--- src/rtl/hazard_ctrl.sv ---
// hazard_ctrl: pipeline hazard controller. It stalls the front end on load-use
// hazards, flushes IF/ID and bubbles ID/EX for FLUSH_CYCLES cycles per control
// redirect, and freezes everything while data memory is waiting.
module hazard_ctrl #(
   parameter int FLUSH_CYCLES = 1
) (
   input  logic        clk,
   input  logic        rst,
   input  logic [4:0]  id_rs,
   input  logic [4:0]  id_rt,
   input  logic        id_uses_rs,
   input  logic        id_uses_rt,
   input  logic        ex_mem_read,
   input  logic [4:0]  ex_rt,
   input  logic        ex_redirect,
   input  logic        ext_stall,
   output logic        pc_write,
   output logic        if_id_write,
   output logic        if_id_flush,
   output logic        id_ex_bubble,
   output logic        id_ex_hold,
   output logic        flushing,
   output logic [15:0] stall_count,
   output logic [15:0] flush_count
);

   localparam logic ST_RUN   = 1'b0;
   localparam logic ST_FLUSH = 1'b1;

   // Bubble cycles still owed after the redirect cycle itself.
   localparam logic [1:0] FLUSH_RELOAD = 2'(FLUSH_CYCLES - 1);
   localparam logic       MULTI_CYCLE  = (FLUSH_CYCLES > 1);

   logic       state;
   logic [1:0] flush_left;
   logic       load_use;

   // A load in EX whose destination (never r0) is read by the instruction in ID.
   assign load_use = ex_mem_read && (ex_rt != 5'd0) &&
                     ((id_uses_rs && (id_rs == ex_rt)) ||
                      (id_uses_rt && (id_rt == ex_rt)));

   // The registered FSM state doubles as the visible flush indicator.
   assign flushing = (state == ST_FLUSH);

   // Control outputs, highest priority first: reset, memory wait, redirect,
   // ongoing flush, load-use stall, normal flow.
   always_comb begin
      pc_write     = 1'b1;
      if_id_write  = 1'b1;
      if_id_flush  = 1'b0;
      id_ex_bubble = 1'b0;
      id_ex_hold   = 1'b0;
      if (rst) begin
         pc_write     = 1'b0;
         if_id_write  = 1'b0;
         if_id_flush  = 1'b1;
         id_ex_bubble = 1'b1;
      end else if (ext_stall) begin
         pc_write    = 1'b0;
         if_id_write = 1'b0;
         id_ex_hold  = 1'b1;
      end else if (ex_redirect || (state == ST_FLUSH)) begin
         if_id_flush  = 1'b1;
         id_ex_bubble = 1'b1;
      end else if (load_use) begin
         pc_write     = 1'b0;
         if_id_write  = 1'b0;
         id_ex_bubble = 1'b1;
      end
   end

   // State, flush down-counter and saturating event counters, same priority
   // order as the outputs; a memory wait freezes all of it, so a redirect
   // presented during the wait is taken only once the wait ends.
   always_ff @(posedge clk) begin
      if (rst) begin
         state       <= ST_RUN;
         flush_left  <= 2'd0;
         stall_count <= 16'd0;
         flush_count <= 16'd0;
      end else if (ext_stall) begin
         state <= state;
      end else if (ex_redirect) begin
         if (flush_count != 16'hFFFF) flush_count <= flush_count + 16'd1;
         if (MULTI_CYCLE) begin
            state      <= ST_FLUSH;
            flush_left <= FLUSH_RELOAD;
         end else begin
            state      <= ST_RUN;
            flush_left <= 2'd0;
         end
      end else if (state == ST_FLUSH) begin
         if (flush_left <= 2'd1) begin
            state      <= ST_RUN;
            flush_left <= 2'd0;
         end else begin
            flush_left <= flush_left - 2'd1;
         end
      end else if (load_use) begin
         if (stall_count != 16'hFFFF) stall_count <= stall_count + 16'd1;
      end
   end

endmodule
--- config.mk ---
export PLATFORM = sky130hd
export DESIGN_NAME = hazard_ctrl
export DESIGN_NICKNAME = d
export VERILOG_FILES = /design/src/rtl/hazard_ctrl.sv
export SDC_FILE = /design/constraint.sdc
export NUM_CORES = 1
export LEC_CHECK = 0
export ABC_CLOCK_PERIOD_IN_PS = 1900
export CAP_MARGIN = 25
export CORE_AREA = 2 2 97 61
export DETAILED_ROUTE_END_ITERATION = 12
export DIE_AREA = 0 0 99 63
export PLACE_DENSITY = 0.73
export SLEW_MARGIN = 20
export SYNTH_ARGS = -nofsm -noshare
export SYNTH_HDL_FRONTEND = slang
export SYNTH_SLANG_ARGS = --single-unit
--- constraint.sdc ---
create_clock -name clk -period 1.9 [get_ports clk]
set_clock_uncertainty 0.1 [all_clocks]
set_input_delay 0.19 -clock clk [delete_from_list [all_inputs] [get_ports clk]]
set_output_delay 0.19 -clock clk [all_outputs]
set_load 0.05 [all_outputs]
==> flow_summary.yaml <==
cts:
  cts_max_path_buffers: 2
  cts.clk_slew.worst_paths_ns: 0.07
  cts_tree: "built"
  htree_levels: 2
  cts_hold_buf: 0
  insertion_delay_ns: 0.29
  clock_sinks: 35
  root_buffer: "clkbuf_8"
  numCtsBuffers: 5
critical_path:
  path_delay_family: "buffers and inverters"
  crit_buf_inv: 2
  crit_chain: "clkdlybuf4s15_1 -> xor2_2 -> nor4_4 -> nand4_4 -> bufbuf_16 -> a211oi_2 -> mux2_1"
  slowest_delay_ns: 0.35
  arrival_ns: 1.92
  slowest_stage: "mux2_1"
  critPathMaxFanout: 4
  cp.required_ns: 1.97
  startpoint_type: "primary input"
  critPathKind: "in2reg"
  end_kind: "flip-flop"
timing:
  min_period_ns: 1.85
  worst_pin_slew_ns: 0.519
  setup_viol: 0
  worst_slack_ns: 0.0478
  clock.fmax_mhz: 540
  slew_violations: 0
  relSlewSlack_pct: 65.4
  rsz0062_at_grt: "true"
  final_hold_viol_count: 0
  hold_ws_ns: 0.358
  period_share_pct: 97.5
place:
  hpwl_microns: 4330
  post-place-ws_ns: -0.646
  port-buffer-count: 59
  routabilityCongestion: 0.761
  post_dp_cell_area_sq_um: 3140
detailed_routing:
  routed_wirelength_microns: 6430
  dr.first_iter.drc_count: 142
  vias: 2244
  vias_per_cell: 5.34
  firstDrtPassIters: 4
  ant_nets: 0
  top_layer: "met4"
  dr_wl_met3_microns: 418
  wl_met2_microns: 2800
  wl_met1_microns: 3130
  wl_per_cell_microns: 15.3
  drc: 0
grt:
  overflow: 0
  antenna_found_initial: 0
  grt_max_degree: 28
  grt.total_usage_pct: 20.4
  grt_pass1_vias: 2081
  grt_pass1_wl_microns: 10200
synth:
  synthesis.instances: 250
  ys_ff_latch: 35
  synthArstFlopShare_pct: 0
  ys.flop_type: "dfxtp_1"
  syn-num-nets: 274
  ys_types: 41
  seq_area_frac_synth_pct: 32.1
  synth.avg_cell_area_sq_um: 8.74
  synth_area_sq_um: 2180
  yosys_warnings: 0
  synth-edff-count: 0
power:
  totalPowerFinal_w: 0.00151
  power-per-cell-area_nw_per_um2: 429
  ir_drop_mv: 0.251
  power_leakage_nw: 1.39
cells_and_area:
  layout_common_cells: "buf_4, clkdlybuf4s50_1, nor2_1"
  drive_above_1_share_pct: 38.2
  areaGrowthSynthToFinish_pct: 61.3
  fin_nets: 374
  final_area_sq_um: 3520
  final_common_cell: "buf_4"
  utilization_pct: 65.4
  antenna_cells: 0
floorplanning:
  die_w_microns: 99
  rows: 21
  die_y_microns: 63
  start_util_pct: 40.6
  die_area_sq_um: 6240
  ios: 60
  core_region_area_sq_um: 5390
min_path:
  hold_path.class: "in2reg"
status:
  status: "finished, final reports clean"
job:
  drv_cap: 0
## final timing paths
| check | slack, ns | from | cells past startpoint | end |
|---|---|---|---|---|
| min reg2reg | 0.37 | flush_left[0] | 2 | flush_left[0] |
| max reg2reg | 0.07 | stall_count[0] | 6 | stall_count[15] |
| max | 0.05 | id_rs[4] | 7 | stall_count[6] |
| min | 0.36 | rst | 3 | stall_count[14] |
## power breakdown
group	total (W)	internal, W	switching, W
clock	0.000523	0.000257	0.000266
combinational	0.000259	0.000118	0.000141
sequential	0.000731	0.000727	0.00000410
total	0.00151	0.00110	0.000410
## flip-flops by register name (all words and copies together), names as in the netlist
name and count:
flush_left 2, flush_count 16, flushing 1, stall_count 16
## kinds of logic after synthesis
family	count (synthesis)	synth area share, %
flip-flops	35	32.1
AO/OA/AOI/OAI	39	13.6
buffers and inverters	17	3.66
adder cells (fa/ha/maj)	2	1.15
AND/OR/NAND/NOR	119	32.4
XOR/XNOR	21	8.42
multiplexers	17	8.65
## per-layer routing
metal,up-vias,global-route usage (%)
met2,80,29.6
met1,1061,29.1
met4,0,7.36
li1,1091,-
met5,-,0
met3,12,5.48
## per-stage QoR
step | setup TNS [ns] | std cells
after floorplan | -0.284 | 250
after global placement | -7.87 | 398
after detailed placement | -8.78 | 398
after CTS | 0 | 417
after global routing | -0.0757 | 420
final | 0 | 420
## timing repair
| item | CTS | global route |
|---|---|---|
| gates cloned | 2 | 0 |
| resized for setup | 61 | 29 |
| pin swaps | 13 | 13 |
| setup endpoints to repair | 19 | 20 |
| setup buffers | 9 | 3 |
## synth_stat cells, types with 4 or more instances
library cell / instances / area (sq um)
inv_1: 4 / 15.0
o211ai_1: 5 / 37.5
nor2_1: 30 / 113
and3_1: 6 / 37.5
nor3_1: 4 / 20.0
nand2b_1: 5 / 31.3
clkbuf_1: 9 / 33.8
a211oi_1: 4 / 30.0
o21ai_0: 6 / 30.0
xor2_1: 19 / 166
a211oi_2: 4 / 50.1
dfxtp_1: 35 / 701
a21oi_1: 10 / 50.1
mux2_1: 15 / 169
nor2b_1: 19 / 119
nand3_1: 10 / 50.1
nand2_1: 14 / 52.6
and4_1: 8 / 70.1
nand4_1: 11 / 68.8
## final cells by class
type | instances | area [sq um]
clock inverters | 1 | 5.00
clock buffers | 7 | 76.3
repair buffers | 106 | 1010
fillers | 448 | 1860
well taps | 69 | 86.3
inverters | 4 | 15.0
flip-flops and latches | 35 | 743
multi-input cells | 198 | 1590
## tightest hold or removal path, delay by kind of cell
kind	cells	cell delay [ns]
buffers and inverters	1	0.26
muxes	1	0.12
and+or+nand+nor	1	0.14
Power figures use the tool's default switching activity.
